### src/rtl/fetch_pkg.sv
// Shared fetch-stage definitions: default widths, FSM states, FIFO entry record.
package fetch_pkg;

  localparam int unsigned PC_WIDTH_DEF = 16;
  localparam int unsigned IR_WIDTH_DEF = 32;
  localparam int unsigned IMEM_AW_DEF  = 6;

  // RUN: issuing allowed; HOLD: FIFO occupancy plus in-flight request fill both slots
  typedef enum logic {
    RUN  = 1'b0,
    HOLD = 1'b1
  } fetch_state_e;

  // One buffered instruction and the address it was fetched from
  typedef struct packed {
    logic [IR_WIDTH_DEF-1:0] ir;
    logic [PC_WIDTH_DEF-1:0] pc;
  } fetch_entry_t;

endpackage

### src/rtl/fetch_fifo2.sv
// Two-entry shift FIFO; entry 0 is always the head. Flush has priority over push/pop.
module fetch_fifo2
  import fetch_pkg::*;
#(
  parameter type entry_t = fetch_entry_t
) (
  input  logic       clk,
  input  logic       rst,
  input  logic       push_i,
  input  logic       pop_i,
  input  logic       flush_i,
  input  entry_t     din_i,
  output entry_t     head_o,
  output logic       full_o,
  output logic       empty_o,
  output logic [1:0] count_o
);

  logic [1:0] count_q, count_d;
  entry_t     e0_q, e0_d;
  entry_t     e1_q, e1_d;
  logic       do_pop, do_push;

  assign do_pop  = pop_i && (count_q != 2'd0);
  assign do_push = push_i && ((count_q != 2'd2) || do_pop);

  // Next-state for occupancy and storage under push/pop/flush
  always_comb begin
    count_d = count_q;
    e0_d    = e0_q;
    e1_d    = e1_q;
    if (flush_i) begin
      count_d = '0;
    end else begin
      case ({do_push, do_pop})
        2'b10: begin
          if (count_q == 2'd0) e0_d = din_i;
          else                 e1_d = din_i;
          count_d = count_q + 2'd1;
        end
        2'b01: begin
          e0_d    = e1_q;
          count_d = count_q - 2'd1;
        end
        2'b11: begin
          if (count_q == 2'd1) begin
            e0_d = din_i;
          end else begin
            e0_d = e1_q;
            e1_d = din_i;
          end
        end
        default: ;
      endcase
    end
  end

  // Storage and occupancy registers
  always_ff @(posedge clk) begin
    if (rst) begin
      count_q <= '0;
      e0_q    <= '0;
      e1_q    <= '0;
    end else begin
      count_q <= count_d;
      e0_q    <= e0_d;
      e1_q    <= e1_d;
    end
  end

  assign head_o  = e0_q;
  assign full_o  = (count_q == 2'd2);
  assign empty_o = (count_q == 2'd0);
  assign count_o = count_q;

endmodule

### src/rtl/fetch_stage.sv
// Instruction fetch stage: sequential PC, single-cycle imem, 2-entry output FIFO,
// redirect with epoch-tagged discard of stale responses.
// Optional statistics counters enabled by defining FETCH_STATS_EN.
module fetch_stage
  import fetch_pkg::*;
#(
  parameter int unsigned          PC_WIDTH = PC_WIDTH_DEF,
  parameter int unsigned          IR_WIDTH = IR_WIDTH_DEF,
  parameter int unsigned          IMEM_AW  = IMEM_AW_DEF,
  parameter logic [PC_WIDTH-1:0]  RESET_PC = '0
) (
  input  logic                clk,
  input  logic                rst,
  output logic                imem_req,
  output logic [IMEM_AW-1:0]  imem_addr,
  input  logic [IR_WIDTH-1:0] imem_rdata,
  input  logic                redirect_valid,
  input  logic [PC_WIDTH-1:0] redirect_pc,
  output logic                out_valid,
  input  logic                out_ready,
  output logic [IR_WIDTH-1:0] out_ir,
  output logic [PC_WIDTH-1:0] out_pc,
  output logic [PC_WIDTH-1:0] out_pc_plus4
`ifdef FETCH_STATS_EN
  ,
  output logic [31:0]         fetch_count,
  output logic [15:0]         flush_count
`endif
);

  typedef struct packed {
    logic [IR_WIDTH-1:0] ir;
    logic [PC_WIDTH-1:0] pc;
  } entry_t;

  localparam logic [PC_WIDTH-1:0] PC_INC = PC_WIDTH'(4);

  fetch_state_e          state_q, state_d;
  logic [PC_WIDTH-1:0]   pc_q;
  logic                  epoch_q;
  logic                  infl_q;
  logic                  infl_epoch_q;
  logic [PC_WIDTH-1:0]   infl_pc_q;

  logic                  push, pop;
  logic                  fifo_full, fifo_empty;
  logic [1:0]            fifo_count, count_nxt, total_nxt;
  entry_t                din, head;

  assign pop  = out_valid && out_ready;
  assign push = infl_q && (infl_epoch_q == epoch_q);
  assign din  = '{ir: imem_rdata, pc: infl_pc_q};

  fetch_fifo2 #(
    .entry_t (entry_t)
  ) u_fifo (
    .clk     (clk),
    .rst     (rst),
    .push_i  (push),
    .pop_i   (pop),
    .flush_i (redirect_valid),
    .din_i   (din),
    .head_o  (head),
    .full_o  (fifo_full),
    .empty_o (fifo_empty),
    .count_o (fifo_count)
  );

  // FSM state register
  always_ff @(posedge clk) begin
    if (rst) state_q <= RUN;
    else     state_q <= state_d;
  end

  // Next state: HOLD exactly when next cycle's occupancy plus in-flight fills both slots
  always_comb begin
    count_nxt = fifo_count + {1'b0, push} - {1'b0, pop};
    total_nxt = count_nxt + {1'b0, imem_req};
    state_d   = (total_nxt == 2'd2) ? HOLD : RUN;
    if (rst || redirect_valid) begin
      count_nxt = '0;
      total_nxt = '0;
      state_d   = RUN;
    end
  end

  // FSM outputs: in HOLD a same-cycle pop frees the slot, keeping back-to-back throughput
  always_comb begin
    imem_req = !rst && !redirect_valid && ((state_q == RUN) || pop);
  end

  // Fetch PC, epoch and in-flight tracking
  always_ff @(posedge clk) begin
    if (rst) begin
      pc_q         <= RESET_PC;
      epoch_q      <= 1'b0;
      infl_q       <= 1'b0;
      infl_epoch_q <= 1'b0;
      infl_pc_q    <= '0;
    end else begin
      infl_q <= imem_req;
      if (imem_req) begin
        infl_epoch_q <= epoch_q;
        infl_pc_q    <= pc_q;
      end
      if (redirect_valid) begin
        pc_q    <= redirect_pc;
        epoch_q <= ~epoch_q;
      end else if (imem_req) begin
        pc_q <= pc_q + PC_INC;
      end
    end
  end

  // Guard against overrunning the FIFO
  always_ff @(posedge clk) begin
    if (!rst) assert (!(fifo_full && push && !pop));
  end

  assign imem_addr    = pc_q[IMEM_AW+1:2];
  assign out_valid    = !fifo_empty;
  assign out_ir       = fifo_empty ? '0 : head.ir;
  assign out_pc       = fifo_empty ? '0 : head.pc;
  assign out_pc_plus4 = fifo_empty ? '0 : head.pc + PC_INC;

`ifdef FETCH_STATS_EN
  logic [31:0] fetch_count_q;
  logic [15:0] flush_count_q;

  // Saturating counters of non-void transfers and redirects
  always_ff @(posedge clk) begin
    if (rst) begin
      fetch_count_q <= '0;
      flush_count_q <= '0;
    end else begin
      if (pop && !redirect_valid && (fetch_count_q != '1))
        fetch_count_q <= fetch_count_q + 32'd1;
      if (redirect_valid && (flush_count_q != '1))
        flush_count_q <= flush_count_q + 16'd1;
    end
  end

  assign fetch_count = fetch_count_q;
  assign flush_count = flush_count_q;
`endif

endmodule
### config.mk
export PLATFORM = sky130hd
export DESIGN_NAME = fetch_stage
export DESIGN_NICKNAME = d
export VERILOG_FILES = /design/src/rtl/fetch_pkg.sv /design/src/rtl/fetch_fifo2.sv /design/src/rtl/fetch_stage.sv
export SDC_FILE = /design/constraint.sdc
export NUM_CORES = 1
export LEC_CHECK = 0
export CAP_MARGIN = 20
export CORE_MARGIN = 5
export CORE_UTILIZATION = 45
export DETAILED_ROUTE_END_ITERATION = 7
export GPL_ROUTABILITY_DRIVEN = 0
export GPL_TIMING_DRIVEN = 0
export PLACE_DENSITY = 0.71
export SKIP_CTS_REPAIR_TIMING = 1
export SLEW_MARGIN = 10
export SYNTH_ARGS = -nofsm -noshare
export SYNTH_HDL_FRONTEND = slang
export SYNTH_SLANG_ARGS = --single-unit
### constraint.sdc
create_clock -name clk -period 5.05 [get_ports clk]
set_clock_uncertainty 0.2 [all_clocks]
set_input_delay 1.515 -clock clk [delete_from_list [all_inputs] [get_ports clk]]
set_output_delay 1.515 -clock clk [all_outputs]
set_load 0.02 [all_outputs]
==> impl_metrics.yaml <==
cells_and_area:
  instances_no_fill: 1141
  syn2layout_area_growth_pct: 33.4
  nets: 1008
  finalCoreUtilization_pct: 60.3
  drive_gt1_share_pct: 6.14
  design_area_mm2: 0.00827
  antenna_cells: 0
  fill_cells: 1288
placed_design:
  pre_cts_ws_ns: -0.565
  placed_area_mm2: 0.00766
  port_buffers: 123
  hpwl_um: 12200
  placed_cells: 1111
setup_path:
  path_class: "in2out"
  critPathLaunchType: "primary input"
  cp_max_fo: 19
  rr_endpoint: "u_fifo.e1_q[4]"
  crit_family: "buffers and inverters"
  critPathSlowestCell: "clkdlybuf4s50_1"
  endpoint_kind: "primary output"
  regToRegSetupSlack_ns: 2.23
  cp_cell_sequence: "clkdlybuf4s50_1 -> nand2b_1 -> buf_2 -> nand2_1 -> nand2_2 -> inv_1 -> buf_6 -> clkbuf_2"
  critical_path_required_ns: 3.34
  critPathMaxStageDelay_ns: 0.54
  rr_worst_depth: 9
  r2r-start: "u_fifo.count_o[0]"
  arrival_ns: 3.16
  critPathBufInv: 5
timing:
  rsz0062_at_grt: "no"
  max_slew_margin_pct: 55.9
  holdWs_ns: 0.253
  final_max_slew_viol_count: 0
  layout_min_cycle_time_ns: 4.88
  hold_viol: 0
  setup_viol: 0
  fin_ws_ns: 0.173
  tightest_slew_ns: 0.661
  setup_tns_ns: 0
  fmax_mhz: 205
  min_period_over_period_pct: 96.6
hold_path:
  hold_end: "u_fifo.e1_q[12]"
  hold_path_depth: 2
  worstHoldStart: "u_fifo.e1_q[12]"
  hold_class: "reg2reg"
routing:
  drtIter0Drc: 502
  routed_via_density: 5.16
  wire_per_inst_um: 14.8
  drtAntennaViolNets: 0
  drc: 0
  wl_um: 16800
  vias: 5886
  drt_pass1_iterations: 5
grt:
  grt_pass1_vias: 5614
  grt_max_degree: 17
  gr-total-overflow: 0
  antenna_found_initial: 0
  grt_usage_pct: 21.2
  grt_pass1_wl_um: 27800
synthesis:
  ys_top_cells_by_area: "dfxtp_1 (43%), nand2_1 (13%), a311oi_1 (7.3%), nor2_1 (5.0%), nor2b_1 (4.8%)"
  yosys.area.top_type: "dfxtp_1"
  ys.flop_type: "dfxtp_1"
  synthCells: 808
  async_flop_share_pct: 0
  ys_seq_elements: 134
  synth_cell_types: 45
  syn_nets: 867
  yosysWarnings: 0
  syn_area_mm2: 0.00620
  synthTopCellsByCount: "nand2_1 (221), dfxtp_1 (134), nor2_1 (82)"
  ys_seq_area_share_pct: 43.2
  syn_area_per_cell_um2: 7.68
  synth_top_area_share_pct: 43.2
  synth_edf_count: 0
  synth_most_common_cell: "nand2_1"
floorplan:
  initial_core_util_pct: 45.2
  core_area_mm2: 0.0137
  die_w_um: 127
  fp.dieH_um: 127
  ioPinCount: 124
  die_area_mm2: 0.0162
  rows: 43
power:
  p_per_area_mw_per_mm2: 339
  totalPowerFinal_mw: 2.80
  irDropWorstVdd_mv: 0.194
  p_leak_nw: 2.77
clocking:
  cts_max_level: 4
  root_buffer: "clkbuf_16"
  path_clk_slew_ns: 0.05
  clk_latency_ns: 0.42
  numClockSinks: 134
  cts_tree: "built"
  cts_made_buffers: 17
  cts_buffer_depth: 2
outcome:
  status: "complete, no violations"
job:
  drv_cap: 0
-- cell type report --
class	instances	area [um^2]	share of cell area (%)
multi-input cells	590	3150	38.1
repair buffers	123	1230	14.8
well taps	180	225	2.72
clock inverters	9	150	1.81
clock buffers	22	464	5.61
flip-flops and latches	134	2680	32.4
inverters	14	52.6	0.635
plain buffers	69	318	3.84
-- where the power goes --
group	internal (mW)	total [mW]	switching, mW
registers	1.11	1.16	0.0481
clock network	0.846	1.29	0.440
logic	0.156	0.353	0.198
-- routing by layer --
| metal | GRT usage (%) | share of wire, % |
|---|---|---|
| met1 | 29.3 | 45 |
| met2 | 32.9 | 46 |
| met3 | 4.06 | 6.4 |
| met4 | 7.89 | 1.7 |
| met5 | 0 | 0 |
-- worst max path at each step --
stage | startpoint | slack (ns) | depth (start not counted) | endpoint
after floorplan | out_ready | 0.83 | 7 | imem_req
after global placement | out_ready | -0.58 | 9 | imem_req
after detailed placement | out_ready | -0.56 | 9 | imem_req
after CTS | out_ready | -0.58 | 9 | imem_req
after global routing | out_ready | 0.03 | 8 | imem_req
final | out_ready | 0.17 | 8 | imem_req
-- flip-flops by register name, summed over array words and instances (netlist names) --
name            cells
u_fifo.e1_q        48
u_fifo.head_o      48
infl_pc_q          16
pc_q               16
u_fifo.count_o      2
epoch_q             1
infl_epoch_q        1
infl_q              1
state_q             1
-- logic make-up (layout without fill, tap and decap cells) --
group,count (synthesis),count (layout),share of synthesized area [%]
buffers and inverters,84,237,5.95
flip-flops,134,134,43.2
multiplexers,7,7,1.15
AO/OA/AOI/OAI,154,154,16.7
AND/OR/NAND/NOR,400,400,28.3
adder cells (fa/ha/maj),7,7,1.53
XOR/XNOR,22,22,3.11
-- tightest hold or removal path, cell delays in order (launching register included) --
cell and delay [ns]:
dfxtp_1 0.30, nand2_1 0.05, a21oi_1 0.05
-- placed cells by master, fill, tap and decap left out, drive strengths merged, types with 6 or more instances in the layout --
master	instances
o21ai	21
dfxtp	134
inv	14
nor2b	48
xnor2	18
a311oi	52
mux2i	6
clkbuf	64
a211oi	9
nor2	82
nand2b	14
ha	6
a21oi	54
clkdlybuf4s50	122
buf	28
nand2	221
nand4	7
Power figures use the tool's default switching activity.
